## config.mk

```make
export PLATFORM = sky130hd
export DESIGN_NAME = ft_recovery_writer
export DESIGN_NICKNAME = d
export VERILOG_FILES = /design/src/rtl/ft_pkg.sv /design/src/rtl/ft_recovery_writer.sv
export SDC_FILE = /design/constraint.sdc
export NUM_CORES = 1
export LEC_CHECK = 0
export CORE_UTILIZATION = 36
export CTS_CLUSTER_SIZE = 16
export DETAILED_ROUTE_END_ITERATION = 8
export GPL_ROUTABILITY_DRIVEN = 0
export PLACE_DENSITY = 0.76
export SLEW_MARGIN = 5
export SYNTH_ARGS = -nofsm -noshare
export SYNTH_HDL_FRONTEND = slang
export SYNTH_SLANG_ARGS = --single-unit
```

## constraint.sdc

```tcl
create_clock -name clk_i -period 1.4 [get_ports clk_i]
set_clock_uncertainty 0.05 [all_clocks]
set_input_delay 0.28 -clock clk_i [delete_from_list [all_inputs] [get_ports clk_i]]
set_output_delay 0.28 -clock clk_i [all_outputs]
set_load 0.02 [all_outputs]
```

## src/rtl/ft_pkg.sv

```systemverilog
// ft_pkg: shared types and constants for the fault-tolerance recovery writer.
package ft_pkg;
  typedef enum logic [2:0] {IDLE, HALT, READ, DRAIN, SETPC, RESUME} rw_state_e;
  localparam int RCNT_WIDTH = 8;
  function automatic int nregs(input int aw);
    return 1 << aw;
  endfunction
endpackage

```

## src/rtl/ft_recovery_writer.sv

```systemverilog
// ft_recovery_writer: halts both lockstep cores, restores GPRs 1..NREGS-1 and PC from shadow state, then resumes.
module ft_recovery_writer
  import ft_pkg::*;
#(
  parameter int ADDR_WIDTH   = 5,
  parameter int DATA_WIDTH   = 32,
  parameter int HALT_TIMEOUT = 64
) (
  input  logic                  clk_i,
  input  logic                  rst_i,
  input  logic                  error_i,
  input  logic                  halted_a_i,
  input  logic                  halted_b_i,
  output logic [ADDR_WIDTH-1:0] sgpr_raddr_o,
  input  logic [DATA_WIDTH-1:0] sgpr_rdata_i,
  input  logic [DATA_WIDTH-1:0] spc_i,
  output logic                  halt_req_o,
  output logic                  fetch_block_o,
  output logic                  rf_we_o,
  output logic [ADDR_WIDTH-1:0] rf_waddr_o,
  output logic [DATA_WIDTH-1:0] rf_wdata_o,
  output logic                  pc_set_o,
  output logic [DATA_WIDTH-1:0] pc_o,
  output logic                  done_o,
  output logic                  fatal_o,
  output logic [RCNT_WIDTH-1:0] recovery_cnt_o
);
  localparam int NREGS = nregs(ADDR_WIDTH);
  localparam int TW = $clog2(HALT_TIMEOUT + 1);
  rw_state_e state, nxt;
  logic [ADDR_WIDTH-1:0] addr;
  logic [TW-1:0] wait_cnt;
  logic pending, acks, timeout;
  assign acks = halted_a_i & halted_b_i;
  assign timeout = state == HALT && !fatal_o && !acks && wait_cnt == TW'(HALT_TIMEOUT - 1);
  assign halt_req_o = state inside {HALT, READ, DRAIN, SETPC};
  assign fetch_block_o = halt_req_o;
  assign pc_set_o = state == SETPC;
  assign done_o = state == RESUME;
  assign sgpr_raddr_o = state == READ ? addr : '0;
  always_comb begin
    nxt = state;
    case (state)
      IDLE:    nxt = error_i ? HALT : IDLE;
      HALT:    nxt = (!fatal_o && acks) ? READ : HALT;
      READ:    nxt = addr == ADDR_WIDTH'(NREGS - 1) ? DRAIN : READ;
      DRAIN:   nxt = SETPC;
      SETPC:   nxt = RESUME;
      RESUME:  nxt = (pending || error_i) ? HALT : IDLE;
      default: nxt = IDLE;
    endcase
  end
  // Write stage trails the zero-latency sgpr read by one cycle.
  always_ff @(posedge clk_i) begin
    if (rst_i) begin
      state          <= IDLE;
      addr           <= '0;
      wait_cnt       <= '0;
      pending        <= 1'b0;
      fatal_o        <= 1'b0;
      rf_we_o        <= 1'b0;
      rf_waddr_o     <= '0;
      rf_wdata_o     <= '0;
      pc_o           <= '0;
      recovery_cnt_o <= '0;
    end else begin
      state          <= nxt;
      addr           <= state == READ ? addr + 1'b1 : ADDR_WIDTH'(1);
      wait_cnt       <= (state == HALT && !acks && !fatal_o) ? wait_cnt + 1'b1 : '0;
      pending        <= state == RESUME ? 1'b0 : pending | (error_i && state != IDLE);
      fatal_o        <= fatal_o | timeout;
      rf_we_o        <= state == READ;
      rf_waddr_o     <= state == READ ? addr : '0;
      rf_wdata_o     <= state == READ ? sgpr_rdata_i : '0;
      pc_o           <= state == DRAIN ? spc_i : '0;
      recovery_cnt_o <= (state == SETPC && recovery_cnt_o != '1) ? recovery_cnt_o + 1'b1 : recovery_cnt_o;
    end
  end
endmodule

```

==> results of run 1 <==
[power by group]
group	switching [mW]	internal (mW)	total, mW
Clock	0.971	0.672	1.64
Sequential	0.0182	2.73	2.75
Combinational	0.183	0.331	0.513
[placed cells by master, fill, tap and decap left out, types with 4 or more instances in the layout]
cell type,n
a21oi_1,6
clkdlybuf4s15_2,6
nand2_1,4
nor3_1,6
nor2b_1,4
clkdlybuf4s50_1,68
clkdlybuf4s15_1,4
dfxtp_1,83
and2_4,5
mux2_4,4
dfxtp_2,7
dlygate4sd2_1,66
nand3_1,8
dfxtp_4,5
buf_4,30
nor2_1,11
clkbuf_8,9
buf_6,16
and2_1,72
[state kept, by name (all words and copies together) (netlist names)]
register        cells
recovery_cnt_o      8
addr                5
pc_o               32
rf_wdata_o         32
state               3
rf_waddr_o          5
fatal_o             1
wait_cnt            7
pending             1
rf_we_o             1
[timing repair]
action,in CTS,in global routing
gates resized for setup,179,27
buffers inserted,3,5
endpoints found under the setup margin,95,35
pin swaps,10,9
[layout make-up]
cell class | count | area, um^2
clock buffer | 10 | 128
clock inverter | 6 | 50.0
fill | 701 | 2860
inverter | 4 | 17.5
multi-input combinational | 172 | 1310
sequential | 95 | 1930
tap | 105 | 131
timing repair buffer | 195 | 1830
[worst max-delay path by stage]
stage,startpoint,to,slack [ns],cells past startpoint
6_report,state[2]$_SDFF_PP0_,pc_set_o,-0.25,3
5_1_grt,state[2]$_SDFF_PP0_,pc_set_o,-0.30,3
4_1_cts,state[0]$_SDFF_PP0_,sgpr_raddr_o[3],-0.28,5
3_5_place_dp,state[0]$_SDFF_PP0_,sgpr_raddr_o[1],-0.37,5
3_3_place_gp,state[0]$_SDFF_PP0_,sgpr_raddr_o[0],-0.37,5
2_1_floorplan,state[2]$_SDFF_PP0_,recovery_cnt_o[3]$_SDFFE_PP0P_,-0.07,4
[logic make-up after synthesis]
logic type	count (synthesis)	synth area share (%)
simple gates	137	26.3
compound gates	20	4.73
xor+xnor	6	1.70
buf+inv	18	2.39
flops	95	61.5
mux	5	1.78
fa+ha+maj	4	1.62
[worst max-delay path, delay by kind of cell (launching register included)]
family,cells,cell delay [ns]
simple gates,1,0.41
flops,1,0.38
buf+inv,2,0.18
[metrics by stage]
step           std cells  TNS [ns]  utilization [%]
2_1_floorplan        285    -0.261                -
5_1_grt              587     -3.62             65.3
4_1_cts              582     -2.94             63.7
6_report             587     -2.66             65.3
3_5_place_dp         563    -16.14             61.2
3_3_place_gp         563    -15.72             61.2
[per-layer routing]
metal	GRT usage [%]	vias to the layer above
met5	0	-
met4	7.45	0
met3	4.27	13
met2	28.1	102
met1	18.7	1210
li1	-	1320
==> impl_metrics.py, run 1 <==
metrics = {
    "status": {
        "status": "complete, but fails checks",
        "violations": "negative setup slack",
    },
    "synth": {
        "ys.flop_type": "dfxtp_1",
        "seq_area_frac_synth_pct": 61.5,
        "yosys_warnings": 0,
        "synth_top_cells_by_area": "dfxtp_1 61%, and2_1 16%, nor2_1 1.7%",
        "synth_common_cells": "95 x dfxtp_1, 77 x and2_1, 14 x nor2_1",
        "avgSynthCellArea_um2": 10.9,
        "syn_area_um2": 3090,
        "synth-edff-count": 0,
        "yosysTopAreaCell": "dfxtp_1",
        "ys_seq_elements": 95,
        "synth_top_cell_area_share_pct": 61.5,
        "synth_cell_types": 40,
        "synthArstFlopShare_pct": 0,
        "synth.most_common_cell": "dfxtp_1",
        "syn-num-nets": 358,
        "synthCells": 285,
    },
    "die": {
        "fp.dieH_um": 94.7,
        "dieArea_um2": 8970,
        "core_um2": 8260,
        "start_util_pct": 37.5,
        "die_width_um": 94.7,
        "rows": 33,
        "ios": 157,
    },
    "drt": {
        "via_per_inst": 4.51,
        "post_drt_wl_per_cell_um": 13.0,
        "wl_met3_um": 492,
        "drt_iter0_drc": 38,
        "num_vias": 2645,
        "route.layer.met1.wl_um": 3170,
        "wl_met2_um": 3850,
        "detail-route-antenna-nets": 0,
        "wl_um": 7660,
        "top_layer": "met4",
        "firstDrtPassIters": 4,
        "route.detailed.drc": 0,
    },
    "worst_setup_path": {
        "ff2ff_path_depth": 4,
        "cp-end-kind": "output port",
        "worstPathRequired_ns": 1.07,
        "cpPeakStageDelay_ns": 0.41,
        "path_class": "flip-flop to output port",
        "r2r_start": "state[2]$_SDFF_PP0_",
        "critical_path.max_fanout": 4,
        "r2r_slack_ns": -0.21,
        "rr_endpoint": "recovery_cnt_o[3]$_SDFFE_PP0P_",
        "cp_slowest_cell": "or3b_4",
        "crit_chain": "or3b_4 -> inv_4 -> buf_6",
        "arrival_ns": 1.32,
        "start_kind": "flip-flop",
    },
    "clocking": {
        "insertion_delay_ns": 0.35,
        "cts_tree": "done",
        "numCtsBuffers": 9,
        "cts_hold_buf": 0,
        "cts-root-buf": "clkbuf_8",
        "htreeDepth": 3,
        "clock_path_buffers": 2,
        "cts.sinks": 95,
        "clk_pin_slew_worst_paths_ns": 0.09,
    },
    "worst_hold_path": {
        "hold_depth": 1,
        "hold_start": "wait_cnt[0]$_SDFF_PP0_",
        "min_to": "wait_cnt[0]$_SDFF_PP0_",
        "hp-class": "flip-flop to flip-flop",
    },
    "timing": {
        "tightestPinTransition_ns": 0.251,
        "max_freq_ghz": 0.606,
        "drv_slew": 0,
        "final-setup-viol-count": 16,
        "hold_viol": 0,
        "period_needed_ns": 1.65,
        "finalWorstSetupSlack_ns": -0.251,
        "rsz0062_at_grt": "yes",
        "finalCritPeriodShare_pct": 118,
        "max-slew-margin-rel_pct": 83.2,
        "hold_slack_ns": 0.401,
    },
    "placed_design": {
        "placed_area_um2": 5050,
        "hpwl_um": 5510,
        "dp_slack_ns": -0.374,
        "numPortBuffers": 156,
    },
    "global_route": {
        "grt_first_pass_wirelength_um": 11200,
        "grt_max_degree": 42,
        "track_usage_pct": 16.3,
        "antenna_found_initial": 0,
        "grt_overflow": 0,
        "grt_pass1_vias": 2386,
    },
    "layout": {
        "syn_to_final_growth_pct": 74.4,
        "antenna_cells": 0,
        "drive_above_1_share_pct": 24.5,
        "nets": 550,
        "postLayoutCellArea_um2": 5400,
    },
    "pwr": {
        "powerDensity_nw_per_um2": 908,
        "p_total_mw": 4.90,
        "leakage_nw": 2.46,
        "ir_drop_mv": 0.471,
    },
    "job": {
        "maxCapViolations": 0,
    },
}
Note: power is estimated with default switching activity, not from simulation.
==> inputs of run 2 (changes only) <==
--- a/config.mk
+++ b/config.mk
@@ -5,6 +5,7 @@
 export SDC_FILE = /design/constraint.sdc
 export NUM_CORES = 1
 export LEC_CHECK = 0
+export CAP_MARGIN = 30
 export CORE_UTILIZATION = 36
 export CTS_CLUSTER_SIZE = 16
 export DETAILED_ROUTE_END_ITERATION = 8
==> results of run 2 <==
Same layout as run 1: the final DEF is identical, and so are final timing and power.
==> inputs of run 3 (changes only) <==
--- a/config.mk
+++ b/config.mk
@@ -6,11 +6,13 @@
 export NUM_CORES = 1
 export LEC_CHECK = 0
 export CAP_MARGIN = 30
-export CORE_UTILIZATION = 36
+export CELL_PAD_IN_SITES_DETAIL_PLACEMENT = 1
+export CELL_PAD_IN_SITES_GLOBAL_PLACEMENT = 2
+export CORE_UTILIZATION = 21
 export CTS_CLUSTER_SIZE = 16
 export DETAILED_ROUTE_END_ITERATION = 8
 export GPL_ROUTABILITY_DRIVEN = 0
-export PLACE_DENSITY = 0.76
+export PLACE_DENSITY_LB_ADDON = 0.1
 export SLEW_MARGIN = 5
 export SYNTH_ARGS = -nofsm -noshare
 export SYNTH_HDL_FRONTEND = slang
==> impl_metrics.py, run 3 (synthesized netlist as in run 1, its figures left out) <==
metrics = {
    "status": {
        "status": "complete, but fails checks",
        "violations": "negative setup slack",
    },
    "timing": {
        "finalWorstSetupSlack_ns": -0.234,
        "max_freq_ghz": 0.612,
        "period_needed_ns": 1.63,
        "finalCritPeriodShare_pct": 117,
        "fin_setup_tns_ns": -2.62,
        "rsz0062_at_grt": "yes",
        "final-setup-viol-count": 18,
        "hold_viol": 0,
        "hold_slack_ns": 0.411,
        "tightestPinTransition_ns": 0.339,
        "max-slew-margin-rel_pct": 77.4,
        "drv_slew": 0,
    },
    "clocking": {
        "clk_pin_slew_worst_paths_ns": 0.07,
        "numCtsBuffers": 9,
        "cts_tree": "done",
        "clock_path_buffers": 2,
        "cts_hold_buf": 0,
        "htreeDepth": 3,
        "insertion_delay_ns": 0.34,
        "cts-root-buf": "clkbuf_16",
        "cts.sinks": 95,
    },
    "global_route": {
        "grt_overflow": 0,
        "grt_first_pass_wirelength_um": 14500,
        "grt_pass1_vias": 2699,
        "grt_max_degree": 42,
        "track_usage_pct": 12.8,
        "antenna_found_initial": 0,
    },
    "drt": {
        "post_drt_wl_per_cell_um": 15.0,
        "wl_met3_um": 549,
        "wl_um": 10100,
        "num_vias": 2760,
        "top_layer": "met4",
        "wl_met2_um": 5320,
        "firstDrtPassIters": 4,
        "drt_iter0_drc": 89,
        "route.layer.met1.wl_um": 4090,
        "detail-route-antenna-nets": 0,
        "route.detailed.drc": 0,
        "via_per_inst": 4.08,
    },
    "worst_setup_path": {
        "worstPathRequired_ns": 1.07,
        "r2r_slack_ns": -0.21,
        "arrival_ns": 1.30,
        "critical_path.max_fanout": 5,
        "cp-end-kind": "output port",
        "path_class": "flip-flop to output port",
        "start_kind": "flip-flop",
    },
    "layout": {
        "top_regs": "pc_o: 32 flops, rf_wdata_o: 32 flops, recovery_cnt_o: 8 flops",
        "nFillCells": 1558,
        "nets": 565,
        "fin_cells": 676,
        "most-common-layout-cells": "84 x dfxtp_1, 71 x and2_1, 71 x dlygate4sd2_1",
        "final_core_util_pct": 41.7,
        "regArea_um2": 1930,
        "drive_above_1_share_pct": 28.0,
        "syn_to_final_growth_pct": 90.7,
        "multi_input_area_um2": 1400,
        "antenna_cells": 0,
        "final_common_cell": "dfxtp_1",
    },
    "pwr": {
        "ir_drop_mv": 0.479,
        "p_total_mw": 5.89,
        "powerDensity_nw_per_um2": 998,
        "leakage_nw": 2.65,
    },
    "worst_hold_path": {
        "hp-class": "flip-flop to flip-flop",
    },
    "die": {
        "fp.dieH_um": 123,
        "core_um2": 14100,
        "dieArea_um2": 15200,
        "ios": 157,
        "rows": 43,
        "die_width_um": 123,
        "start_util_pct": 21.9,
    },
    "job": {
        "maxCapViolations": 0,
    },
    "placed_design": {
        "hpwl_um": 6940,
        "dpl.cell_count": 644,
        "numPortBuffers": 156,
    },
}
-- run 3: path summary, 6_finish.rpt --
path	end	cells after the start	startpoint
worst max-delay path	pc_set_o	3	state[2]$_SDFF_PP0_
worst min-delay path	wait_cnt[0]$_SDFF_PP0_	1	wait_cnt[0]$_SDFF_PP0_
worst max register to register	recovery_cnt_o[4]$_SDFFE_PP0P_	4	state[2]$_SDFF_PP0_
worst min register to register	wait_cnt[0]$_SDFF_PP0_	1	wait_cnt[0]$_SDFF_PP0_
-- run 3: layer usage --
metal  up-vias  global-route usage [%]
met2        82                    22.1
met5         -                       0
met3        12                    3.09
met1      1317                    14.7
met4         0                    6.10
li1       1349                       -
-- run 3: critical path, cell delays in order, from the launching register on --
cell and delay, ns:
dfxtp_4 0.38, or3b_4 0.41, inv_4 0.07, buf_6 0.11
-- run 3: per-stage QoR --
| stage | cell area, um^2 | setup slack [ns] |
|---|---|---|
| finish | 5900 | -0.234 |
| global route | 5900 | -0.290 |
| CTS | 5680 | -0.260 |
| detailed placement | 5190 | -0.424 |
| global placement | 5190 | -0.385 |
| floorplan | 3160 | -0.0693 |
-- run 3: layout make-up --
class	instances	share of cell area (%)
repair buffers	210	34.2
flip-flops and latches	95	32.7
multi-input cells	172	23.8
clock buffers	12	4.01
well taps	180	3.82
clock inverters	3	1.17
inverters	4	0.297
-- run 3: power by group --
group          switching [mW]  leakage [nW]  internal, mW
sequential             0.0201         0.773          2.73
combinational           0.198          1.73         0.360
clock                    1.02         0.147          1.56
-- run 3: timing repair --
item / in CTS / in global routing
cloned: 0 / 5
setup endpoints to repair: 97 / 104
pin swaps: 11 / 15
buffers inserted: 12 / 6
gates resized for setup: 193 / 32
